`config.mk`:
```
export PLATFORM = sky130hd
export DESIGN_NAME = lut_neuron_prog
export DESIGN_NICKNAME = d
export VERILOG_FILES = /design/src/rtl/lut_neuron_pkg.sv /design/src/rtl/lut_neuron_ram.sv /design/src/rtl/lut_neuron_prog.sv
export SDC_FILE = /design/constraint.sdc
export NUM_CORES = 1
export LEC_CHECK = 0
export CAP_MARGIN = 10
export CORE_UTILIZATION = 53
export DETAILED_ROUTE_END_ITERATION = 10
export DONT_BUFFER_PORTS = 1
export GPL_TIMING_DRIVEN = 0
export PLACE_DENSITY = 0.8
export SYNTH_ARGS = -nofsm -noshare
export SYNTH_HDL_FRONTEND = slang
export SYNTH_HIERARCHICAL = 1
export SYNTH_SLANG_ARGS = --single-unit
```
`constraint.sdc`:
```
create_clock -name clk -period 5.9 [get_ports clk]
set_input_delay 0.59 -clock clk [delete_from_list [all_inputs] [get_ports clk]]
set_output_delay 0.59 -clock clk [all_outputs]
set_load 0.02 [all_outputs]
```
`src/rtl/lut_neuron_pkg.sv`:
```
`default_nettype none
// ============================================================================
// Module  : lut_neuron_pkg
// Brief   : Shared constants and FSM state encoding for the LUT neuron.
// Revision: 1.0
// ============================================================================
package lut_neuron_pkg;

    localparam int C_IN_BITS  = 6;
    localparam int C_OUT_BITS = 2;
    localparam int C_DEPTH    = 2 ** C_IN_BITS;

    typedef enum logic [1:0] {
        EMPTY = 2'd0,
        LOAD  = 2'd1,
        RUN   = 2'd2
    } state_e;

endpackage
`default_nettype wire

```
`src/rtl/lut_neuron_ram.sv`:
```
`default_nettype none
// ============================================================================
// Module  : lut_neuron_ram
// Brief   : Distributed truth-table RAM, one write port, one async read port.
// Revision: 1.0
// ============================================================================
module lut_neuron_ram
    import lut_neuron_pkg::*;
#(
    parameter int ADDR_BITS = C_IN_BITS,
    parameter int DATA_BITS = C_OUT_BITS,
    parameter int DEPTH     = C_DEPTH
) (
    input  logic                 clk,
    input  logic                 we_i,
    input  logic [ADDR_BITS-1:0] waddr_i,
    input  logic [DATA_BITS-1:0] wdata_i,
    input  logic [ADDR_BITS-1:0] raddr_i,
    output logic [DATA_BITS-1:0] rdata_o
);

    // Contents are deliberately not reset: a reload is the only way to refill.
    logic [DATA_BITS-1:0] mem_q [DEPTH];

    always_ff @(posedge clk) begin
        if (we_i) begin
            mem_q[waddr_i] <= wdata_i;
        end
    end

    assign rdata_o = mem_q[raddr_i];

endmodule
`default_nettype wire

```
`src/rtl/lut_neuron_prog.sv`:
```
`default_nettype none
// ============================================================================
// Module  : lut_neuron_prog
// Brief   : Programmable LUT neuron: streamed table load, then 1-cycle lookups.
//           Optional per-entry even parity when LUT_PARITY_EN is defined.
// Revision: 1.0
// ============================================================================
module lut_neuron_prog
    import lut_neuron_pkg::*;
#(
    parameter int IN_BITS  = C_IN_BITS,
    parameter int OUT_BITS = C_OUT_BITS
) (
    input  logic                clk,
    input  logic                rst_n,
    input  logic                cfg_valid,
    output logic                cfg_ready,
    input  logic [OUT_BITS-1:0] cfg_data,
    input  logic                cfg_last,
    input  logic                in_valid,
    output logic                in_ready,
    input  logic [IN_BITS-1:0]  in_data,
    output logic                out_valid,
    input  logic                out_ready,
    output logic [OUT_BITS-1:0] out_data,
    output logic                loaded,
    output logic                cfg_err
`ifdef LUT_PARITY_EN
    ,
    output logic                par_err
`endif
);

`ifdef LUT_PARITY_EN
    localparam int PAR_BITS = 1;
`else
    localparam int PAR_BITS = 0;
`endif
    localparam int RAM_BITS = OUT_BITS + PAR_BITS;
    localparam logic [IN_BITS-1:0] C_ADDR_LAST = '1;
    localparam logic [IN_BITS-1:0] C_ADDR_ONE  = {{(IN_BITS-1){1'b0}}, 1'b1};

    state_e                state_q, state_d;
    logic [IN_BITS-1:0]    wr_addr_q, wr_addr_d;
    logic                  out_valid_q, out_valid_d;
    logic [OUT_BITS-1:0]   out_data_q, out_data_d;
    logic                  loaded_q, loaded_d;
    logic                  cfg_err_q, cfg_err_d;

    logic                  cfg_hs;
    logic                  in_hs;
    logic [IN_BITS-1:0]    cfg_addr;
    logic [RAM_BITS-1:0]   ram_wdata;
    logic [RAM_BITS-1:0]   ram_rdata;
    logic [OUT_BITS-1:0]   lookup_data;
    logic                  parity_bad;

`ifdef LUT_PARITY_EN
    logic                  par_err_q, par_err_d;
    assign ram_wdata = {^cfg_data, cfg_data};
    always_comb begin
        parity_bad  = ^ram_rdata;
        lookup_data = parity_bad ? '0 : ram_rdata[OUT_BITS-1:0];
    end
    assign par_err = par_err_q;
`else
    assign ram_wdata   = cfg_data;
    assign parity_bad  = 1'b0;
    assign lookup_data = ram_rdata;
`endif

    // A load always starts at address 0, whether entered from EMPTY or RUN.
    assign cfg_addr = (state_q == LOAD) ? wr_addr_q : '0;
    assign cfg_hs   = cfg_valid && cfg_ready;
    assign in_hs    = in_valid && in_ready;

    lut_neuron_ram #(
        .ADDR_BITS (IN_BITS),
        .DATA_BITS (RAM_BITS),
        .DEPTH     (2 ** IN_BITS)
    ) u_ram (
        .clk     (clk),
        .we_i    (cfg_hs && rst_n),
        .waddr_i (cfg_addr),
        .wdata_i (ram_wdata),
        .raddr_i (in_data),
        .rdata_o (ram_rdata)
    );

    always_comb begin
        cfg_ready   = 1'b0;
        in_ready    = 1'b0;
        state_d     = state_q;
        wr_addr_d   = wr_addr_q;
        out_valid_d = out_valid_q && !out_ready;
        out_data_d  = out_data_q;
        loaded_d    = loaded_q;
        cfg_err_d   = cfg_err_q;
`ifdef LUT_PARITY_EN
        par_err_d   = par_err_q;
`endif

        case (state_q)
            EMPTY, LOAD: cfg_ready = 1'b1;
            RUN: begin
                // A pending reload blocks new lookups and waits for the output to drain.
                cfg_ready = !out_valid_q;
                in_ready  = !cfg_valid && (!out_valid_q || out_ready);
            end
            default: cfg_ready = 1'b0;
        endcase

        if (in_hs) begin
            out_valid_d = 1'b1;
            out_data_d  = lookup_data;
`ifdef LUT_PARITY_EN
            if (parity_bad) begin
                par_err_d = 1'b1;
            end
`endif
        end

        if (cfg_hs) begin
            loaded_d  = 1'b0;
            cfg_err_d = 1'b0;
            wr_addr_d = '0;
`ifdef LUT_PARITY_EN
            par_err_d = 1'b0;
`endif
            if (cfg_last && (cfg_addr == C_ADDR_LAST)) begin
                state_d  = RUN;
                loaded_d = 1'b1;
            end else if (cfg_last || (cfg_addr == C_ADDR_LAST)) begin
                state_d   = EMPTY;
                cfg_err_d = 1'b1;
            end else begin
                state_d   = LOAD;
                wr_addr_d = cfg_addr + C_ADDR_ONE;
            end
        end
    end

    always_ff @(posedge clk) begin
        if (!rst_n) begin
            state_q     <= EMPTY;
            wr_addr_q   <= '0;
            out_valid_q <= 1'b0;
            out_data_q  <= '0;
            loaded_q    <= 1'b0;
            cfg_err_q   <= 1'b0;
`ifdef LUT_PARITY_EN
            par_err_q   <= 1'b0;
`endif
        end else begin
            state_q     <= state_d;
            wr_addr_q   <= wr_addr_d;
            out_valid_q <= out_valid_d;
            out_data_q  <= out_data_d;
            loaded_q    <= loaded_d;
            cfg_err_q   <= cfg_err_d;
`ifdef LUT_PARITY_EN
            par_err_q   <= par_err_d;
`endif
        end
    end

    assign out_valid = out_valid_q;
    assign out_data  = out_data_q;
    assign loaded    = loaded_q;
    assign cfg_err   = cfg_err_q;

endmodule
`default_nettype wire

```
==> results of run 1 <==
-- worst register-to-register path, cell delays in order, from the launching register on --
cell	delay, ps
dfxtp_1	620
and2b_1	300
and2_1	190
ha_1	220
and3_1	230
and3_1	180
ha_1	240
nand4bb_4	260
or4_1	560
o211ai_2	80
-- cell usage in the layout (no fill, tap or decap), types with 3 or more instances in the layout --
cell and count:
a311oi_1 3, nand3_1 12, clkinvlp_4 3, buf_2 3, edfxtp_1 128, o21ai_0 6, nor2b_1 8, and3_1 4
nand3b_1 6, buf_6 3, clkbuf_1 13, nand2_1 22, nor2_1 72, inv_1 4, mux2i_1 8, mux4_2 29
nand2b_1 5, clkbuf_16 17, inv_6 6, ha_1 4, nand4_1 7, a22oi_1 6, a21boi_1 6, and2_1 7
o211ai_1 3, dfxtp_1 12
-- per-layer routing --
| layer | routed length [um] | share of wire |
|---|---|---|
| met2 | 6848 | 0.52 |
| met4 | 267 | 0.020 |
| met3 | 1203 | 0.091 |
| met1 | 4863 | 0.37 |
| met5 | 13 | 0.00099 |
-- sequential cells by signal, indices dropped and copies added, names as in the netlist --
register     count
cfg_err          1
state_q          2
u_ram/mem_q    128
out_data         2
wr_addr_q        6
out_valid        1
-- path summary, 6_finish.rpt --
path	from	endpoint	depth (start not counted)
setup / recovery	state_q[1]	wr_addr_q[5]	9
hold reg to reg	wr_addr_q[1]	wr_addr_q[1]	2
setup reg to reg	state_q[1]	wr_addr_q[5]	9
hold / removal	cfg_data[0]	u_ram/mem_q[50][0]	0
-- kinds of logic (layout without fill, tap and decap cells) --
| kind of cell | after synthesis | in the layout | synth area share |
|---|---|---|---|
| xor+xnor | 1 | 1 | 0.001433 |
| buf+inv | 25 | 57 | 0.02026 |
| flops | 140 | 140 | 0.6680 |
| mux | 38 | 38 | 0.1218 |
| fa+ha+maj | 4 | 4 | 0.008187 |
| compound gates | 42 | 42 | 0.05117 |
| simple gates | 158 | 158 | 0.1291 |
-- power groups by stage --
stage / Clock (mW) / Sequential (mW) / Combinational [mW]
floorplan: 0 / 1.11 / 0.0600
global placement: 0 / 1.11 / 0.0777
detailed placement: 0 / 1.11 / 0.0800
CTS: 1.07 / 1.09 / 0.0812
global route: 1.11 / 1.09 / 0.0876
finish: 1.05 / 1.09 / 0.0819
-- per-stage QoR --
stage | util | instances | hold slack (ps) | power, mW
6_report | 0.6233 | 580 | 260.0 | 2.222
2_1_floorplan | - | 408 | 457.3 | 1.166
5_1_grt | 0.6233 | 580 | 242.4 | 2.278
3_3_place_gp | 0.5701 | 548 | 479.2 | 1.184
4_1_cts | 0.6233 | 580 | 241.7 | 2.237
3_5_place_dp | 0.5701 | 548 | 502.1 | 1.186
-- area by class of cell --
type                       instances  area (sq um)  area share
buffer                            20         105.1     0.01529
inverter                           5         18.77    0.002730
sequential                       140          4084      0.5940
multi-input combinational        243          1906      0.2772
clock buffer                      17         425.4     0.06187
clock inverter                    15         161.4     0.02348
tap                              140         175.2     0.02548
==> qor.txt, run 1 <==
count leader, synth: edfxtp_1
CP Launch Type: register
Psw: 0.4744 mW
library cells used by synthesis: 52
Crit path largest cell delay: 620 ps
total track usage: 0.2456
met1 global-route usage: 0.3061
final critical-path required period: 2955 ps
core footprint: 0.01103 sq mm
f_max: 0.3385 GHz
Combinational Power Share: 0.037
DRC viols: 0
sequential share of the synthesized area: 0.6680
Arr. time, crit path: 3310 ps
CTS resizes: 0
CTS tree: done
Syn Std Cell Area: 0.006113 sq mm
via count: 3663
share of the synthesized area in the top cell type: 0.6287
Clk pwr share: 0.475
fin nets: 445
Final Skew: 7.915 ps
busiest grt layer: met2
worst-path fanout max: 11
Via density: 6.316
WP data required: 6250 ps
Area Overhead vs Synth: 12.46%
reg2reg setup slack: 2950 ps
max_cap viols: 0
Area contributors post-synth: edfxtp_1 (63%), mux4_2 (11%), nor2_1 (4.4%), dfxtp_1 (3.9%), nand2_1 (1.4%)
dominant cell type by area after synthesis: edfxtp_1
synthesized area per cell: 14.98 sq um
worst slew pin tran: 797.2 ps
CTS buffer count: 17
PD cells: 323.1 mW/mm^2
Rel. slew slack: 0.4685
total die area: 0.01197 sq mm
Final setup viols: 0
Fillers: 795
routability cong.: 0.8550
n_diodes: 0
first-pass GRT wire length: 20470 um
Routed WL: 13200 um
FP Rows: 38
Reg power frac: 0.489
total global routing overflow: 0
Synth warnings: 6
final hold vios: 0
Initial Utilization: 0.5542
EDFF count, synth: 128
initial antenna violation count: 1
Mapped Cells: 408
static leakage: 2.181 nW
Clk Latency, worst-skew pair: 420 ps
Async SR Flop Fraction: 0
Yosys reg bits: 140
Post-CTS Setup Bufs: 0
htree depth: 4
crit-path leading delay family: simple AND/OR/NAND/NOR gates
Syn Nets: 426
fin. max-slew vios: 0
outcome: finished, final reports clean
Post-Place Worst Slack: 2973 ps
grt met3 use: 0.06817
synth cell count leaders: edfxtp_1 (128), nor2_1 (72), mux4_2 (29)
met2 Resource Use GR: 0.4052
Setup CP Type: reg -> reg
fin area: 0.006875 sq mm
fraction of layout cells with a size suffix above 1: 0.1659
TritonRoute pass-1 iters: 5
P_int: 1.747 mW
WP buf/inv: 0
Longest Clk Path Bufs: 2
vias in the first global route: 3737
critical-path cell list: and2b_1 > and2_1 > ha_1 > and3_1 > and3_1 > ha_1 > nand4bb_4 > or4_1 > o211ai_2
fin crit share: 0.5008
WL/cell: 22.75 um
slowest CP cell: dfxtp_1
post-place instance area: 0.006289 sq mm
Sw Share: 0.2135
buffer type at the clock tree root: clkbuf_16
# port buffers: 0
Hold Path Class: in -> reg
hold buffers post-CTS: 0
Final ANT Viol Nets: 0
pin count of the biggest net entering global routing: 65
VDD IR-drop max: 0.0001886 V
setup TNS: 0 ps
RSZ-0062 raised after global routing: false
Clk pin slew, worst setup/hold paths: 60 ps
most common flop cell mapped by yosys: edfxtp_1
Final Worst Setup Slack: 2945 ps
# clock sinks: 140
crit end category: register
die width: 109.4 um
post-DP HPWL: 8425 um
Iter 0 DRT Violations: 367
I/O pin cnt: 21
die height: 109.4 um
(Power assumes the default switching activity.)
==> run 2, diff against run 1 <==
- ABC_AREA: default -> 1
- PLACE_DENSITY: 0.8 -> 0.83
- clock period: 5.9 -> 2.7 ns (I/O delays scaled with it)
==> qor.txt, run 2 <==
Longest Clk Path Bufs: 2
Clk pin slew, worst setup/hold paths: 60 ps
f_max: 0.3758 GHz
post-DP HPWL: 9406 um
Worst Setup SP: out_valid
# clock sinks: 140
Setup CP Type: reg -> reg
Metal-1 WL: 5639 um
Largest regs: u_ram/mem_q x128, wr_addr_q x6
post-synthesis xor/xnor area fraction: 0
met2 wire len: 7559 um
fin. max-slew vios: 0
Syn Std Cell Area: 0.006228 sq mm
CTS buffer count: 17
final critical-path required period: 2661 ps
max_cap viols: 0
post-place instance area: 0.006407 sq mm
final hold slack: 17.49 ps
setup TNS: 0 ps
Worst R2R Start: out_valid
worst slew pin tran: 666.4 ps
main combinational cell family by area after synthesis: simple AND/OR/NAND/NOR gates
Mapped Cells: 614
register area: 0.004084 sq mm
total track usage: 0.2569
fin nets: 663
EDFF count, synth: 128
I/O pin cnt: 21
Worst Hold Depth: 2
vias in the first global route: 4703
critical-path cell list: o21ai_2 > nand2_2 > buf_2 > nor2_1 > buf_2 > nand4_1 > nor4_1
Final Worst Setup Slack: 39.11 ps
DRC viols: 0
core footprint: 0.01142 sq mm
Largest Register: u_ram/mem_q
synthesized area per cell: 10.14 sq um
WP buf/inv: 2
met3 WL: 1690 um
Hold Path Class: in -> reg
via count: 4765
n_diodes: 0
Syn Nets: 632
crit-path leading delay family: simple AND/OR/NAND/NOR gates
sequential share of the synthesized area: 0.6557
library cells used by synthesis: 23
Synth warnings: 6
first-pass GRT wire length: 23790 um
Initial Utilization: 0.5455
total die area: 0.01219 sq mm
most common cell after layout, fill and taps aside: nand2_1
Clk Latency, worst-skew pair: 420 ps
HP Start: cfg_valid
Final Skew: 6.158 ps
final hold vios: 0
Crit path largest cell delay: 600 ps
buffer type at the clock tree root: clkbuf_16
die height: 110.4 um
Via density: 5.949
RSZ-0062 raised after global routing: true
# port buffers: 0
VDD IR-drop max: 0.0004228 V
Fillers: 855
total global routing overflow: 0
Adder-Cell Fraction of Synth Area: 0.008035
static leakage: 2.607 nW
CP Launch Type: register
path depth of the worst reg2reg path: 7
Final setup viols: 0
fraction of layout cells with a size suffix above 1: 0.1109
fin area: 0.007139 sq mm
Crit path depth: 7
crit end category: register
pin count of the biggest net entering global routing: 65
Compound-Gate Fraction of Synth Area: 0.01426
PD cells: 695.6 mW/mm^2
synth cell count leaders: nand2_1 (182), edfxtp_1 (128), nand3_1 (123)
TritonRoute pass-1 iters: 8
WP data required: 2750 ps
area of the multi-input gates: 0.001846 sq mm
Routed WL: 15280 um
count leader, synth: nand2_1
outcome: finished, final reports clean
die width: 110.4 um
mux cell area share after synthesis: 0
FP Rows: 39
worst-path fanout max: 10
most used cell along the critical path: buf_2
htree depth: 4
Area contributors post-synth: edfxtp_1 (62%), nand2_1 (11%), nand3_1 (9.9%), nor2_1 (4.0%), dfxtp_1 (3.9%)
routability cong.: 0.9021
most frequent cells in the layout: nand2_1 (182), edfxtp_1 (128), nand3_1 (123)
Arr. time, crit path: 2710 ps
share of the synthesized area in the top cell type: 0.6171
Rel. slew slack: 0.5516
Final ANT Viol Nets: 0
CTS resizes: 0
WL/cell: 19.07 um
max FFs per register: 128
Area Overhead vs Synth: 14.62%
Async SR Flop Fraction: 0
Top Metal Used: met4
most common flop cell mapped by yosys: edfxtp_1
dominant cell type by area after synthesis: edfxtp_1
Post-Place Worst Slack: 21.24 ps
Iter 0 DRT Violations: 546
fin crit share: 0.9855
CTS tree: done
slowest CP cell: nor4_1
Yosys reg bits: 140
simple-gate share of the synthesized area: 0.2740
initial antenna violation count: 0
==> run 2: layer usage <==
| layer | GRT usage | up-vias |
|---|---|---|
| li1 | - | 2187 |
| met1 | 0.3114 | 2234 |
| met2 | 0.4265 | 296 |
| met3 | 0.06915 | 48 |
| met4 | 0.1227 | 0 |
| met5 | 0 | - |
==> run 2: path summary, 6_finish.rpt <==
kind                        endpoint  slack [ps]
setup / recovery  u_ram/mem_q[54][1]          40
hold / removal               cfg_err          20
setup reg to reg  u_ram/mem_q[54][1]          40
hold reg to reg         wr_addr_q[2]         480
==> run 2: cell families (layout without fill, tap and decap cells) <==
kind of cell / Yosys count / after routing
and+or+nand+nor: 395 / 395
DFF: 140 / 140
buffers and inverters: 58 / 102
AOI/OAI and AO/OA: 17 / 17
adders and majority gates: 4 / 4
==> run 2: area by class of cell <==
cell class,count,area share
Clock buffer,17,0.05959
Sequential cell,140,0.5720
Inverter,29,0.01525
Tap cell,143,0.02506
Buffer,29,0.02664
Multi-Input combinational cell,416,0.2585
Clock inverter,15,0.02436
Timing Repair Buffer,12,0.01858
==> run 2: through the flow <==
step                      total power, mW  instances    util
final                               4.966        801  0.6252
after global routing                5.096        801  0.6252
after CTS                           4.982        793  0.6200
after detailed placement            2.641        757  0.5611
after global placement              2.635        757  0.5611
after floorplan                     2.577        614       -
==> run 2: repair_timing <==
item / 4_1_cts / 5_1_grt
pin swaps: 1 / 2
setup buffers: 1 / 8
endpoints found under the hold margin: 132 / 0
setup endpoints to repair: 6 / 87
hold buffers: 3 / 0
==> run 2: report_power, final <==
| group | switching, mW | total [mW] | internal, mW |
|---|---|---|---|
| clock | 0.876 | 2.32 | 1.45 |
| combinational | 0.190 | 0.273 | 0.0832 |
| sequential | 0.00367 | 2.37 | 2.37 |
